`config.mk`:
```
export PLATFORM = sky130hd
export DESIGN_NAME = rom_loader_fifo
export DESIGN_NICKNAME = d
export VERILOG_FILES = /design/src/rtl/rom_loader_fifo.sv
export SDC_FILE = /design/constraint.sdc
export NUM_CORES = 1
export LEC_CHECK = 0
export ABC_AREA = 1
export BUFFER_PORTS_ARGS = -buffer_cell sky130_fd_sc_hd__buf_2
export CORE_MARGIN = 2
export CORE_UTILIZATION = 50
export DETAILED_ROUTE_END_ITERATION = 8
export GPL_ROUTABILITY_DRIVEN = 0
export PLACE_DENSITY = 0.69
export SYNTH_ARGS = -nofsm -noshare
export SYNTH_HDL_FRONTEND = slang
export SYNTH_SLANG_ARGS = --single-unit
```
`constraint.sdc`:
```
create_clock -name clk_sys -period 3.9 [get_ports clk_sys]
set_clock_uncertainty 0.05 [all_clocks]
set_input_delay 0.585 -clock clk_sys [delete_from_list [all_inputs] [get_ports clk_sys]]
set_output_delay 0.585 -clock clk_sys [all_outputs]
set_load 0.005 [all_outputs]
```
`src/rtl/rom_loader_fifo.sv`:
```
// rom_loader_fifo: buffered ROM/BIOS download stage.
// Packs 16-bit ioctl halfwords into 32-bit little-endian words, queues them
// in a small FIFO and drains them to the SDRAM write port over a toggle
// request/acknowledge handshake. The host is stalled only when the FIFO is
// about to fill.
// Optional feature: define ROMLDR_SIZE_EN to add the rom_mask output, which
// reports the power-of-two size mask of the last completed download.
module rom_loader_fifo #(
    parameter int          DEPTH     = 4,
    parameter logic [5:0]  INDEX_MAX = 6'h01,
    parameter logic [24:0] BASE_ADDR = 25'h0
) (
    input  logic        clk_sys,
    input  logic        reset,
    input  logic        ioctl_download,
    input  logic [7:0]  ioctl_index,
    input  logic        ioctl_wr,
    input  logic [15:0] ioctl_dout,
    output logic        ioctl_wait,
    output logic [24:0] sdram_waddr,
    output logic [31:0] sdram_din,
    output logic        sdram_we_req,
    input  logic        sdram_we_ack,
    output logic        busy,
`ifdef ROMLDR_SIZE_EN
    output logic [23:0] rom_mask,
`endif
    output logic        overflow
);

    localparam int           AW       = $clog2(DEPTH);
    localparam logic [AW:0]  DEPTH_C  = (AW+1)'(DEPTH);
    localparam logic [AW:0]  WAIT_THR = (AW+1)'(DEPTH - 1);

    typedef enum logic [0:0] {S_IDLE, S_WAIT} drain_state_t;

    // Word storage; read is registered straight into sdram_din.
    logic [31:0]   mem [DEPTH];

    logic          active;
    logic          active_reg;
    logic          rise;
    logic          fall;

    logic          phase_reg, phase_next, phase_cur;
    logic [15:0]   low_reg, low_next;
    logic          hold_reg, hold_next;
    logic          wait_reg, wait_next;
    logic          overflow_reg;

    logic [AW-1:0] wr_ptr_reg, rd_ptr_reg;
    logic [AW:0]   count_reg, count_next;

    logic [22:0]   drain_cnt_reg;
    drain_state_t  state_reg;
    logic          req_reg;
    logic [24:0]   waddr_reg;
    logic [31:0]   din_reg;

    logic          drain_idle;
    logic          clear;
    logic          wr_en;
    logic          push;
    logic [31:0]   push_data;
    logic          push_ok;
    logic          drop;
    logic          pop;

    // Only the low six index bits select a slot; the top two are don't-care.
    logic          unused_index;
    assign unused_index = ^ioctl_index[7:6];

    assign active     = ioctl_download & (ioctl_index[5:0] <= INDEX_MAX);
    assign rise       = active & ~active_reg;
    assign fall       = ~active & active_reg;
    assign drain_idle = (count_reg == '0) && (state_reg == S_IDLE);
    // A new download restarts the block only once the previous one has fully
    // drained; until then the host is held off.
    assign clear      = drain_idle & (rise | hold_reg);
    assign pop        = (state_reg == S_WAIT) && (sdram_we_ack == req_reg);
    assign push_ok    = push & ((count_reg != DEPTH_C) | pop);
    assign drop       = push & ~push_ok;

    // Next-state logic for packing, restart hold, occupancy and host stall.
    always_comb begin
        hold_next = hold_reg;
        if (clear)
            hold_next = 1'b0;
        else if (rise)
            hold_next = 1'b1;

        phase_cur  = clear ? 1'b0 : phase_reg;
        wr_en      = ioctl_wr & active & ~hold_next;
        phase_next = phase_cur;
        low_next   = low_reg;
        push       = 1'b0;
        push_data  = 32'h0;
        if (wr_en) begin
            if (!phase_cur) begin
                low_next   = ioctl_dout;
                phase_next = 1'b1;
            end else begin
                push       = 1'b1;
                push_data  = {ioctl_dout, low_reg};
                phase_next = 1'b0;
            end
        end else if (fall && phase_cur) begin
            // Odd tail: pad the upper half with the erased-ROM value.
            push       = 1'b1;
            push_data  = {16'hFFFF, low_reg};
            phase_next = 1'b0;
        end

        if (clear)
            count_next = '0;
        else
            count_next = count_reg + (AW+1)'(push_ok) - (AW+1)'(pop);

        // Evaluated on the state this edge produces, so the stall is visible
        // before the host could issue the halfword that would not fit.
        wait_next = hold_next | ((count_next >= WAIT_THR) & phase_next);
    end

    // Packing state, FIFO pointers, stall and overflow flags.
    always_ff @(posedge clk_sys) begin
        if (reset) begin
            active_reg   <= 1'b0;
            phase_reg    <= 1'b0;
            low_reg      <= 16'h0;
            hold_reg     <= 1'b0;
            wait_reg     <= 1'b0;
            overflow_reg <= 1'b0;
            wr_ptr_reg   <= '0;
            rd_ptr_reg   <= '0;
            count_reg    <= '0;
        end else begin
            active_reg <= active;
            phase_reg  <= phase_next;
            low_reg    <= low_next;
            hold_reg   <= hold_next;
            wait_reg   <= wait_next;
            count_reg  <= count_next;
            if (clear) begin
                wr_ptr_reg   <= '0;
                rd_ptr_reg   <= '0;
                overflow_reg <= 1'b0;
            end else begin
                if (push_ok)
                    wr_ptr_reg <= wr_ptr_reg + 1'b1;
                if (pop)
                    rd_ptr_reg <= rd_ptr_reg + 1'b1;
                if (drop)
                    overflow_reg <= 1'b1;
            end
        end
    end

    // FIFO storage write port.
    always_ff @(posedge clk_sys) begin
        if (push_ok)
            mem[wr_ptr_reg] <= push_data;
    end

    // Drain FSM: issue one toggle request per queued word, pop on acknowledge.
    always_ff @(posedge clk_sys) begin
        if (reset) begin
            state_reg     <= S_IDLE;
            req_reg       <= 1'b0;
            waddr_reg     <= BASE_ADDR;
            din_reg       <= 32'h0;
            drain_cnt_reg <= 23'h0;
        end else begin
            case (state_reg)
                S_IDLE: begin
                    if (clear) begin
                        drain_cnt_reg <= 23'h0;
                    end else if ((count_reg != '0) && (sdram_we_ack == req_reg)) begin
                        din_reg   <= mem[rd_ptr_reg];
                        waddr_reg <= BASE_ADDR + {drain_cnt_reg, 2'b00};
                        req_reg   <= ~req_reg;
                        state_reg <= S_WAIT;
                    end
                end
                S_WAIT: begin
                    if (sdram_we_ack == req_reg) begin
                        drain_cnt_reg <= drain_cnt_reg + 23'h1;
                        state_reg     <= S_IDLE;
                    end
                end
                default: state_reg <= S_IDLE;
            endcase
        end
    end

`ifdef ROMLDR_SIZE_EN
    logic [24:0] bytes_reg;
    logic [24:0] bytes_total;
    logic [24:0] bytes_m1;
    logic [23:0] smear;
    logic [23:0] mask_reg;

    assign bytes_total = bytes_reg + (push ? 25'd4 : 25'd0);
    assign bytes_m1    = bytes_total - 25'd1;

    // Round up to the next power of two minus one by smearing the top set bit.
    generate
        for (genvar gi = 0; gi < 24; gi++) begin : g_smear
            assign smear[gi] = |(bytes_m1 >> gi);
        end
    endgenerate

    // Byte counter per download and size mask latched when the download ends.
    always_ff @(posedge clk_sys) begin
        if (reset) begin
            bytes_reg <= 25'h0;
            mask_reg  <= 24'h3;
        end else begin
            if (clear)
                bytes_reg <= 25'h0;
            else if (push)
                bytes_reg <= bytes_total;
            if (fall) begin
                if (bytes_total <= 25'd4)
                    mask_reg <= 24'h3;
                else
                    mask_reg <= smear | 24'h3;
            end
        end
    end

    assign rom_mask = mask_reg;
`endif

    assign ioctl_wait   = wait_reg;
    assign sdram_waddr  = waddr_reg;
    assign sdram_din    = din_reg;
    assign sdram_we_req = req_reg;
    assign overflow     = overflow_reg;
    assign busy         = active_reg | (count_reg != '0) | (state_reg == S_WAIT);

endmodule

```
==> impl_summary.txt, run 1 <==
----------------------------------------------------
[Floorplanning]
  Number of placed I/O pins ... 90
  Area of the die ... 20670 µm²
  Floorplan row count ... 51
  Chip Height ... 143.8 µm
  Die Span X ... between 100 and 150 µm
  Initial core utilization ... 0.5053
  CORE AREA ... 19330 µm²

[Drt]
  Initial DRT Pass Iterations ... 6
  Vias ... 7036
  Initial DRC Count ... 550
  Drt via density ... 5.200
  Wirelength per Cell ... 14.80 µm
  DRT antenna net count ... 0
  DR DRC count ... 0
  Final Routed Wirelength ... 20030 µm

[Global routing]
  Total Routing Usage GR ... 0.1961
  Leftover overflow at the end of global routing ... 0
  Pin count of the biggest net entering global routing ... 66
  Via count of the first global-routing pass ... 6296
  First-pass GRT wire length ... 32130 µm
  Number of antenna violations at the first check in global routing ... 0

[Final layout]
  Area growth from synthesis to final layout ... 13.73%
  Fraction of layout cells with a size suffix above 1 ... 0.1526
  Ant. Diodes ... 0
  Total Nets Final ... 1107
  Max reg flops ... 128
  Largest Register ... mem
  Final cell utilization of the core ... 0.5746

[Clock network]
  Clock transition at the registers of the reported paths ... 0.06 ns
  CTS tree ... yes
  Setup fix buffers added after clock tree synthesis ... 0
  Resize count post-CTS ... 0
  Root buffer selected by CTS ... sky130_fd_sc_hd__clkbuf_16
  Hold-fix buffer count after cts ... 0
  Clock latency at the later pin of the worst-skew pair ... about 0.51 ns
  Clk buf depth ... 3
  Total CTS buffers ... 24
  H-tree levels ... 1
  TritonCTS Sinks ... 236

[Synthesis]
  Number of flops mapped to enable cells by yosys ... 128
  Post-synthesis instance area ... 9769 µm²
  Mapped Avg Cell Area ... 9.740 µm²
  Largest area contributor in the synthesized netlist ... sky130_fd_sc_hd__edfxtp_1
  Portion of netlist area occupied by mux cells ... 0
  Area share of xor/xnor cells in the synthesized design ... 0.009862
  List of most frequent post-synthesis cells ... 157 x sky130_fd_sc_hd__nor2_1, 128 x sky130_fd_sc_hd__edfxtp_1, 128 x sky130_fd_sc_hd__inv_1
  Cell variety after synth ... 39
  Post-synth ARST share ... 0
  Post-synthesis adder-cell area fraction ... 0.01101
  Main area contributors after synthesis ... sky130_fd_sc_hd__edfxtp_1 39%, sky130_fd_sc_hd__dfxtp_1 22%, sky130_fd_sc_hd__nor2_1 6.0%
  Post-synthesis simple-gate area fraction ... 0.1432
  Combinational family with the most area after synthesis ... simple AND/OR/NAND/NOR gates
  Leading cell type by number of instances after synthesis ... sky130_fd_sc_hd__nor2_1
  Commonest register cell after synthesis ... sky130_fd_sc_hd__edfxtp_1
  Sequential-to-total area share from yosys stat ... 0.6148
  Mapped Cells ... 1003
  Yosys Warn Count ... 0
  Share of the synthesized area in compound gates (AO/OA/AOI/OAI) ... 0.1404
  Area fraction of the dominant cell type after synthesis ... 0.3934
  Post-synthesis sequential element count ... approximately 240

[Timing]
  Highest attainable clock frequency ... 0.3116 GHz
  Number of hold-slack violations in the final timing report ... 0
  Actual slew at the worst max-slew pin ... around 1.2 ns
  Final setup violating endpoints ... 0
  Part of the cycle the worst path needs ... 0.8229
  Worst rel slew slack ... 0.2295
  Final Max Tran Viols ... 0
  Setup TNS after final layout ... 0 ns
  Setup repair after global routing missed its margin ... no
  Post-route minimum period ... around 3.2 ns

[Critical path]
  Endpoint class of the critical path ... register
  Critical path launch point ... state_reg
  Signal arrival time at the worst endpoint ... between 3 and 4 ns
  Type of the worst setup path ... register to register
  Startpoint kind of the worst setup timing path ... register
  R2r startpoint ... state_reg
  Biggest fanout along the worst timing path ... 17
  CP Data Required Time ... approximately 4.3 ns

[Placement]
  Buffers added on ports ... 84
  Estimated wirelength of the detail-placed design ... 12620 µm

[Pwr]
  Leakage power total ... 4.140 nW
  Worst vdd rail ir drop ... between 300 and 400 µV
  Power Density ... 514.4 nW/µm²

[Run]
  Max-capacitance violation count ... 0

[Worst hold path]
  Min-delay worst type ... primary input to register
  Hold path start ... sdram_we_ack

[Status]
  Outcome ... finished clean

----------------------------------------------------
cell families after synthesis:
family                     after synthesis
AOI/OAI and AO/OA                      247
xor gates and xnor gates                11
DFF                                    236
adders and majority gates                8
other                                    1
buffers and inverters                  189
and+or+nand+nor                        311
final cells by class:
class | instances | area [µm²]
multi-input combinational | 579 | 3004
clock inverter | 11 | 75.07
tap | 265 | 331.6
sequential | 236 | 6008
clock buffer | 33 | 655.6
fill | 1695 | 8224
inverter | 134 | 508.0
timing repair buffer | 95 | 528.0
critical path: stages, from the launching register on:
cell                       delay [ns]
sky130_fd_sc_hd__dfxtp_1         0.75
sky130_fd_sc_hd__nor2_4          0.11
sky130_fd_sc_hd__nand2_4         0.14
sky130_fd_sc_hd__nand3_2         0.25
sky130_fd_sc_hd__nand2_4         0.22
sky130_fd_sc_hd__nand2_4         0.10
sky130_fd_sc_hd__ha_1            0.31
sky130_fd_sc_hd__inv_1           0.06
sky130_fd_sc_hd__ha_1            0.13
sky130_fd_sc_hd__inv_1           0.05
sky130_fd_sc_hd__fa_1            0.37
sky130_fd_sc_hd__xor2_1          0.17
sky130_fd_sc_hd__a21oi_1         0.12
sky130_fd_sc_hd__nand2_1         0.08
sky130_fd_sc_hd__nand2_1         0.08
sky130_fd_sc_hd__inv_1           0.04
sky130_fd_sc_hd__o21bai_1        0.11
power by group:
part	internal (mW)	switching (mW)	leakage, nW	total (mW)
combinational	0.275	0.426	1.73	0.700
sequential	2.78	0.0995	2.06	2.88
clock	1.24	0.900	0.353	2.14
total	4.29	1.43	4.14	5.72
metrics by stage:
step	cell area [µm²]	hold slack (ns)	power, mW	std cells	worst slack [ns]
2_1_floorplan	9773	0.3902	3.367	1004	0.6955
3_3_place_gp	10380	0.3774	3.625	1309	0.6396
3_5_place_dp	10380	0.3807	3.643	1309	0.5631
4_1_cts	11110	0.2331	5.772	1353	0.6674
5_1_grt	11110	0.2479	6.001	1353	0.3596
6_report	11110	0.2540	5.716	1353	0.6906
routing by layer:
layer  GRT usage  share of wire
met1      0.2773           0.45
met2      0.3206           0.47
met3     0.02966          0.064
met4     0.04644          0.016
met5           0              0
final timing paths:
path	endpoint	cells after the start	slack, ns
worst min register to register	sdram_waddr[19]	2	0.39
worst max register to register	ioctl_wait	16	0.69
worst max-delay path	ioctl_wait	16	0.69
worst min-delay path	sdram_we_req	2	0.25
layout by cell type, fill, tap and decap left out, types with 5 or more instances in the layout:
cell type | netlist | layout
sky130_fd_sc_hd__nor2_1 | 157 | 153
sky130_fd_sc_hd__edfxtp_1 | 128 | 128
sky130_fd_sc_hd__inv_1 | 128 | 127
sky130_fd_sc_hd__dfxtp_1 | 108 | 106
sky130_fd_sc_hd__o21ai_0 | 105 | 105
sky130_fd_sc_hd__a21oi_1 | 84 | 84
sky130_fd_sc_hd__buf_2 | 21 | 84
sky130_fd_sc_hd__nand2_1 | 68 | 68
sky130_fd_sc_hd__o32ai_1 | 32 | 32
sky130_fd_sc_hd__clkbuf_16 | 0 | 25
sky130_fd_sc_hd__nor3_1 | 23 | 23
sky130_fd_sc_hd__nand3_1 | 22 | 21
sky130_fd_sc_hd__o21ai_1 | 21 | 21
sky130_fd_sc_hd__nor2_2 | 13 | 17
sky130_fd_sc_hd__nand4_1 | 13 | 13
sky130_fd_sc_hd__buf_4 | 6 | 9
sky130_fd_sc_hd__clkinv_1 | 1 | 8
sky130_fd_sc_hd__clkbuf_1 | 25 | 8
sky130_fd_sc_hd__xor2_1 | 7 | 7
sky130_fd_sc_hd__ha_1 | 7 | 7
sky130_fd_sc_hd__nand2_4 | 5 | 5
Power figures use the tool's default switching activity.
==> inputs of run 2 (changes only) <==
--- a/config.mk
+++ b/config.mk
@@ -5,7 +5,7 @@
 export SDC_FILE = /design/constraint.sdc
 export NUM_CORES = 1
 export LEC_CHECK = 0
-export ABC_AREA = 1
+export ABC_AREA = 0
 export BUFFER_PORTS_ARGS = -buffer_cell sky130_fd_sc_hd__buf_2
 export CORE_MARGIN = 2
 export CORE_UTILIZATION = 50
==> constraint.sdc (replaced) <==
create_clock -name clk_sys -period 3.3 [get_ports clk_sys]
set_clock_uncertainty 0.05 [all_clocks]
set_input_delay 0.495 -clock clk_sys [delete_from_list [all_inputs] [get_ports clk_sys]]
set_output_delay 0.495 -clock clk_sys [all_outputs]
set_load 0.005 [all_outputs]
==> impl_summary.txt, run 2 <==
----------------------------------------------------
[Synthesis]
  Share of the synthesized area in compound gates (AO/OA/AOI/OAI) ... 0.06703
  Combinational family with the most area after synthesis ... simple AND/OR/NAND/NOR gates
  Post-synthesis instance area ... 9296 µm²
  Main area contributors after synthesis ... sky130_fd_sc_hd__edfxtp_1 41%, sky130_fd_sc_hd__dfxtp_1 23%, sky130_fd_sc_hd__mux4_2 7.8%
  Mapped Avg Cell Area ... 12.53 µm²
  Number of flops mapped to enable cells by yosys ... about 130
  Area share of xor/xnor cells in the synthesized design ... 0.02261
  Mapped Cells ... 742
  Post-synthesis sequential element count ... 236
  Cell variety after synth ... 47
  Yosys Warn Count ... 0
  Area fraction of the dominant cell type after synthesis ... 0.4135
  Portion of netlist area occupied by mux cells ... 0.09798
  Sequential-to-total area share from yosys stat ... 0.6460
  List of most frequent post-synthesis cells ... 157 x sky130_fd_sc_hd__nand2_1, 128 x sky130_fd_sc_hd__edfxtp_1, 108 x sky130_fd_sc_hd__dfxtp_1
  Largest area contributor in the synthesized netlist ... sky130_fd_sc_hd__edfxtp_1
  Leading cell type by number of instances after synthesis ... sky130_fd_sc_hd__nand2_1
  Post-synth ARST share ... 0
  Post-synthesis simple-gate area fraction ... 0.1279
  Post-synthesis adder-cell area fraction ... 0.01157
  Commonest register cell after synthesis ... sky130_fd_sc_hd__edfxtp_1

[Drt]
  Wirelength per Cell ... around 19 µm
  Final Routed Wirelength ... 20090 µm
  DRT antenna net count ... 0
  Vias ... 5982
  Initial DRC Count ... 416
  Drt via density ... 5.565
  Initial DRT Pass Iterations ... 6
  DR DRC count ... 0

[Placement]
  Cells after DPL ... 1029
  Buffers added on ports ... 84
  Estimated wirelength of the detail-placed design ... 12510 µm
  Post-detailed-placement cell area ... 9998 µm²

[Timing]
  Worst rel slew slack ... 0.2604
  Final Max Tran Viols ... 0
  Setup repair after global routing missed its margin ... no
  Number of hold-slack violations in the final timing report ... 0
  Worst hold slack ... 0.1454 ns
  Post-route minimum period ... ~3 ns
  Part of the cycle the worst path needs ... 0.9053
  Highest attainable clock frequency ... around 0.33 GHz
  Actual slew at the worst max-slew pin ... about 1.1 ns
  Final setup violating endpoints ... 0
  Setup TNS after final layout ... 0 ns

[Floorplanning]
  Floorplan row count ... 49
  CORE AREA ... about 18000 µm²
  Area of the die ... 19700 µm²
  Chip Height ... 140.4 µm
  Initial core utilization ... 0.5140
  Die Span X ... between 100 and 150 µm
  Number of placed I/O pins ... 90

[Clock network]
  TritonCTS Sinks ... 236
  Root buffer selected by CTS ... sky130_fd_sc_hd__clkbuf_16
  H-tree levels ... 1
  Hold-fix buffer count after cts ... 0
  Total CTS buffers ... 25
  CTS tree ... yes
  Setup fix buffers added after clock tree synthesis ... 0
  Clock latency at the later pin of the worst-skew pair ... 0.51 ns
  Clock transition at the registers of the reported paths ... 0.06 ns
  Clk buf depth ... 3

[Global routing]
  Pin count of the biggest net entering global routing ... 56
  First-pass GRT wire length ... between 30000 and 40000 µm
  Total Routing Usage GR ... 0.2035
  Leftover overflow at the end of global routing ... 0
  Via count of the first global-routing pass ... slightly above 6k
  Number of antenna violations at the first check in global routing ... 1

[Critical path]
  Worst-path cell with the longest stage delay ... sky130_fd_sc_hd__dfxtp_1
  Reg-to-reg setup timing slack ... 0.31 ns
  CP Data Required Time ... roughly 3.6 ns
  Cells along the critical path ... nand2_1, or2_2, o32ai_2, and2_1, inv_1, ha_1, inv_1, ha_1, inv_1, fa_1, xor2_1, xnor2_1, o21ai_0, nand3b_1, o21bai_1
  Biggest fanout along the worst timing path ... 5
  Peak per-stage delay on the critical path ... 0.43 ns
  Most prevalent standard cell on the critical path ... sky130_fd_sc_hd__inv_1
  Signal arrival time at the worst endpoint ... roughly 3.3 ns
  Startpoint kind of the worst setup timing path ... register
  Type of the worst setup path ... register to register
  Endpoint class of the critical path ... register

[Run]
  Max-capacitance violation count ... 0

[Final layout]
  Commonest cells after routing, fill and taps aside ... 156 x sky130_fd_sc_hd__nand2_1, 128 x sky130_fd_sc_hd__edfxtp_1, 107 x sky130_fd_sc_hd__dfxtp_1
  FF+latch area ... approximately 6000 µm²
  Number of inserted filler cells in the final layout ... 1398
  Most frequent standard cell in the layout excluding fill and tap cells ... sky130_fd_sc_hd__nand2_1
  Area growth from synthesis to final layout ... 16.03%
  Final Instance Count excl. Fillers ... between 1k and 1.5k
  Area taken by multi-input logic gates ... just over 3000 µm²
  Max reg flops ... 128
  Largest Register ... mem
  Total Nets Final ... 864
  Final non-filler cell area ... 10790 µm²
  Fraction of layout cells with a size suffix above 1 ... 0.2367

[Pwr]
  Power Density ... 583.9 nW/µm²
  Worst vdd rail ir drop ... ~400 µV
  Leakage power total ... a little under 4 nW

[Worst hold path]
  Min-delay worst type ... primary input to register

[Status]
  Outcome ... finished clean

----------------------------------------------------
run 2: kinds of logic after synthesis:
kind of cell / count (synthesis)
AND/OR/NAND/NOR: 269
flip-flops: 236
AO/OA/AOI/OAI: 94
buffers and inverters: 59
multiplexers: 51
XOR/XNOR: 24
adder cells (fa/ha/maj): 8
other: 1
run 2: timing repair:
item	4_1_cts	5_1_grt
endpoints found under the hold margin	0	0
gates resized for setup	0	1
setup endpoints to repair	0	1
run 2: area by class of cell:
type                            instances  area share
Antenna cell                            1   0.0002320
Inverter                               14    0.004872
Clock inverter                         13     0.01009
Timing Repair Buffer                  102     0.05498
Multi-Input combinational cell        448      0.2841
Tap cell                              229     0.02656
Sequential cell                       236      0.5569
Clock buffer                           32     0.06229
run 2: metal layers:
metal  GRT usage  up-vias  share of wire
li1            -     2805              -
met1      0.2595     2985           0.42
met2      0.3707      163           0.52
met3     0.02872       29          0.045
met4     0.04466        0          0.014
met5           0        -              0
run 2: worst max-delay path, delay by kind of cell, from the launching register on:
family                   cells  cell delay (ns)
XOR/XNOR                     2             0.36
AO/OA/AOI/OAI                3             0.34
adder cells (fa/ha/maj)      3             0.80
buffers and inverters        3             0.16
AND/OR/NAND/NOR              4             0.75
flip-flops                   1             0.43
run 2: path summary, 6_finish.rpt:
check                                      from         endpoint  cells past startpoint
worst min register to register  sdram_waddr[18]  sdram_waddr[18]                      2
worst min-delay path               sdram_we_ack     sdram_we_req                      2
worst max-delay path                  phase_reg       ioctl_wait                     15
worst max register to register        phase_reg       ioctl_wait                     15
run 2: through the flow:
| stage | setup WS (ns) | power [mW] | utilization |
|---|---|---|---|
| finish | 0.3126 | 6.298 | 0.5964 |
| global route | 0.03657 | 6.521 | 0.5963 |
| CTS | 0.2654 | 6.355 | 0.5960 |
| detailed placement | -0.08281 | 3.711 | 0.5528 |
| global placement | 0.02011 | 3.700 | 0.5528 |
| floorplan | 0.01976 | 3.521 | - |
run 2: report_power, final:
| part | internal, mW | total, mW | switching [mW] |
|---|---|---|---|
| clock network | 1.52 | 2.65 | 1.12 |
| logic | 0.172 | 0.473 | 0.301 |
| registers | 3.12 | 3.18 | 0.0536 |
| total | 4.82 | 6.30 | 1.48 |
==> inputs of run 3 (changes only) <==
--- a/config.mk
+++ b/config.mk
@@ -5,7 +5,7 @@
 export SDC_FILE = /design/constraint.sdc
 export NUM_CORES = 1
 export LEC_CHECK = 0
-export ABC_AREA = 0
+export ABC_AREA = 1
 export BUFFER_PORTS_ARGS = -buffer_cell sky130_fd_sc_hd__buf_2
 export CORE_MARGIN = 2
 export CORE_UTILIZATION = 50
==> impl_summary.txt, run 3 (synthesis gave the netlist of run 1 again) <==
----------------------------------------------------
[Timing]
  Highest attainable clock frequency ... roughly 0.34 GHz
  Worst rel slew slack ... 0.5318
  Final setup violating endpoints ... 0
  Final worst slack ... 0.3683 ns
  Post-route minimum period ... 2.932 ns
  Part of the cycle the worst path needs ... 0.8884
  Final Max Tran Viols ... 0
  Setup TNS after final layout ... 0 ns
  Actual slew at the worst max-slew pin ... 0.6949 ns
  Setup repair after global routing missed its margin ... no
  Number of hold-slack violations in the final timing report ... 0

[Drt]
  Initial DRC Count ... 600
  Initial DRT Pass Iterations ... 5
  DRT antenna net count ... 0
  Vias ... 7049
  DR DRC count ... 0
  Drt via density ... 5.187
  Wirelength per Cell ... 14.95 µm
  Final Routed Wirelength ... between 20000 and 25000 µm

[Pwr]
  Part of the power in combinational logic ... 0.120
  Share of total power in sequential cells ... 0.470
  Switching part of the total ... 0.2417
  Clock share of power ... 0.410
  Worst vdd rail ir drop ... just over 500 µV
  Power Density ... ~640 nW/µm²
  Leakage power total ... 4.244 nW
  Cell-internal power ... 5.472 mW
  Sw Pwr ... 1.744 mW

[Clock network]
  Clock transition at the registers of the reported paths ... 0.06 ns
  Hold-fix buffer count after cts ... 0
  Resize count post-CTS ... 0
  Clk buf depth ... 3
  H-tree levels ... 1
  Total CTS buffers ... 25
  Clock latency at the later pin of the worst-skew pair ... between 0.5 and 0.6 ns
  Root buffer selected by CTS ... sky130_fd_sc_hd__clkbuf_16
  Setup fix buffers added after clock tree synthesis ... 0
  CTS tree ... yes
  TritonCTS Sinks ... 236

[Global routing]
  Met3 Usage GRT ... 0.02932
  Met2 demand-to-capacity share in global routing ... 0.3183
  Pin count of the biggest net entering global routing ... 66
  First-pass GRT wire length ... 31970 µm
  Number of antenna violations at the first check in global routing ... 0
  Busiest grt layer ... met2
  Via count of the first global-routing pass ... ~6.3k
  Total Routing Usage GR ... 0.1968
  Leftover overflow at the end of global routing ... 0
  Met1 Usage GRT ... 0.2725

[Run]
  Max-capacitance violation count ... 0

[Final layout]
  Total Nets Final ... ~1.1k
  Largest Register ... mem
  Fraction of layout cells with a size suffix above 1 ... 0.1654
  Final non-filler cell area ... 11280 µm²
  Commonest cells after routing, fill and taps aside ... 153 x sky130_fd_sc_hd__nor2_1, 128 x sky130_fd_sc_hd__edfxtp_1, 127 x sky130_fd_sc_hd__inv_1
  Most frequent standard cell in the layout excluding fill and tap cells ... sky130_fd_sc_hd__nor2_1
  Ant. Diodes ... 0
  Area growth from synthesis to final layout ... 15.51%
  Max reg flops ... 128

[Critical path]
  Cells along the critical path ... xnor2_1, nand2_1, nand4_1, nand2_4, ha_1, inv_1, ha_1, inv_1, fa_1, xor2_1, a21oi_1, nand2_1, nand2_1, inv_1, o21bai_1
  Peak per-stage delay on the critical path ... 0.38 ns
  Biggest fanout along the worst timing path ... 7
  Type of the worst setup path ... register to register
  CP Buf/Inv Count ... 3
  Signal arrival time at the worst endpoint ... 3.32 ns
  Endpoint class of the critical path ... register
  Kind of cell adding the most delay to the critical path ... simple AND/OR/NAND/NOR gates
  Worst-path cell with the longest stage delay ... sky130_fd_sc_hd__fa_1
  Startpoint kind of the worst setup timing path ... register
  CP Data Required Time ... 3.69 ns

[Placement]
  Estimated wirelength of the detail-placed design ... between 10000 and 15000 µm
  Buffers added on ports ... 84
  Post-detailed-placement cell area ... 10410 µm²
  Worst setup slack after placement ... 0.07774 ns

[Floorplanning]
  Die Span X ... 143.8 µm
  Initial core utilization ... 0.5053
  Area of the die ... 20670 µm²
  CORE AREA ... 19330 µm²
  Floorplan row count ... 51
  Number of placed I/O pins ... 90
  Chip Height ... ~140 µm

[Status]
  Outcome ... finished clean

[Worst hold path]
  Min-delay worst type ... primary input to register

----------------------------------------------------
## run 3: worst reg2reg max path, cell delays in order (launching register included)
cell,delay (ns)
sky130_fd_sc_hd__dfxtp_1,0.33
sky130_fd_sc_hd__xnor2_1,0.34
sky130_fd_sc_hd__nand2_1,0.25
sky130_fd_sc_hd__nand4_1,0.27
sky130_fd_sc_hd__nand2_4,0.13
sky130_fd_sc_hd__ha_1,0.30
sky130_fd_sc_hd__inv_1,0.05
sky130_fd_sc_hd__ha_1,0.12
sky130_fd_sc_hd__inv_1,0.05
sky130_fd_sc_hd__fa_1,0.38
sky130_fd_sc_hd__xor2_1,0.17
sky130_fd_sc_hd__a21oi_1,0.11
sky130_fd_sc_hd__nand2_1,0.08
sky130_fd_sc_hd__nand2_1,0.09
sky130_fd_sc_hd__inv_1,0.04
sky130_fd_sc_hd__o21bai_1,0.11
## run 3: final cells by class
cell class / count / area, µm²
Inverter: 134 / 508.0
Clock buffer: 31 / 679.4
Fill cell: 1635 / 8050
Multi-Input combinational cell: 579 / 3004
Tap cell: 265 / 331.6
Timing Repair Buffer: 100 / 553.0
Clock inverter: 14 / 200.2
Sequential cell: 236 / 6008
## run 3: power by group through the flow
stage / combinational (mW) / clock, mW / sequential [mW]
final: 0.864 / 2.96 / 3.39
after global routing: 0.990 / 3.13 / 3.42
after CTS: 0.878 / 3.02 / 3.40
after detailed placement: 0.873 / 0 / 3.46
after global placement: 0.855 / 0 / 3.45
after floorplan: 0.503 / 0 / 3.48
## run 3: worst paths after layout
| kind | start | slack (ns) | cells after the start | endpoint |
|---|---|---|---|---|
| max | sdram_we_req | 0.37 | 15 | ioctl_wait |
| min | sdram_we_ack | 0.15 | 2 | sdram_we_req |
| max reg2reg | sdram_we_req | 0.37 | 15 | ioctl_wait |
| min reg2reg | sdram_waddr[18] | 0.39 | 2 | sdram_waddr[18] |
## run 3: metrics by stage
| step | power, mW | cells | util | hold WS (ns) |
|---|---|---|---|---|
| CTS | 7.290 | 1359 | 0.5836 | 0.1408 |
| global route | 7.544 | 1359 | 0.5836 | 0.1751 |
| detailed placement | 4.329 | 1314 | 0.5381 | 0.3815 |
| global placement | 4.308 | 1314 | 0.5381 | 0.3777 |
| finish | 7.216 | 1359 | 0.5836 | 0.1524 |
| floorplan | 3.979 | 1004 | - | 0.3902 |
## run 3: routing by layer
metal	vias up	part of all wire
met4	0	0.030
met3	42	0.054
met2	204	0.46
met1	3268	0.45
li1	3535	-
met5	-	0
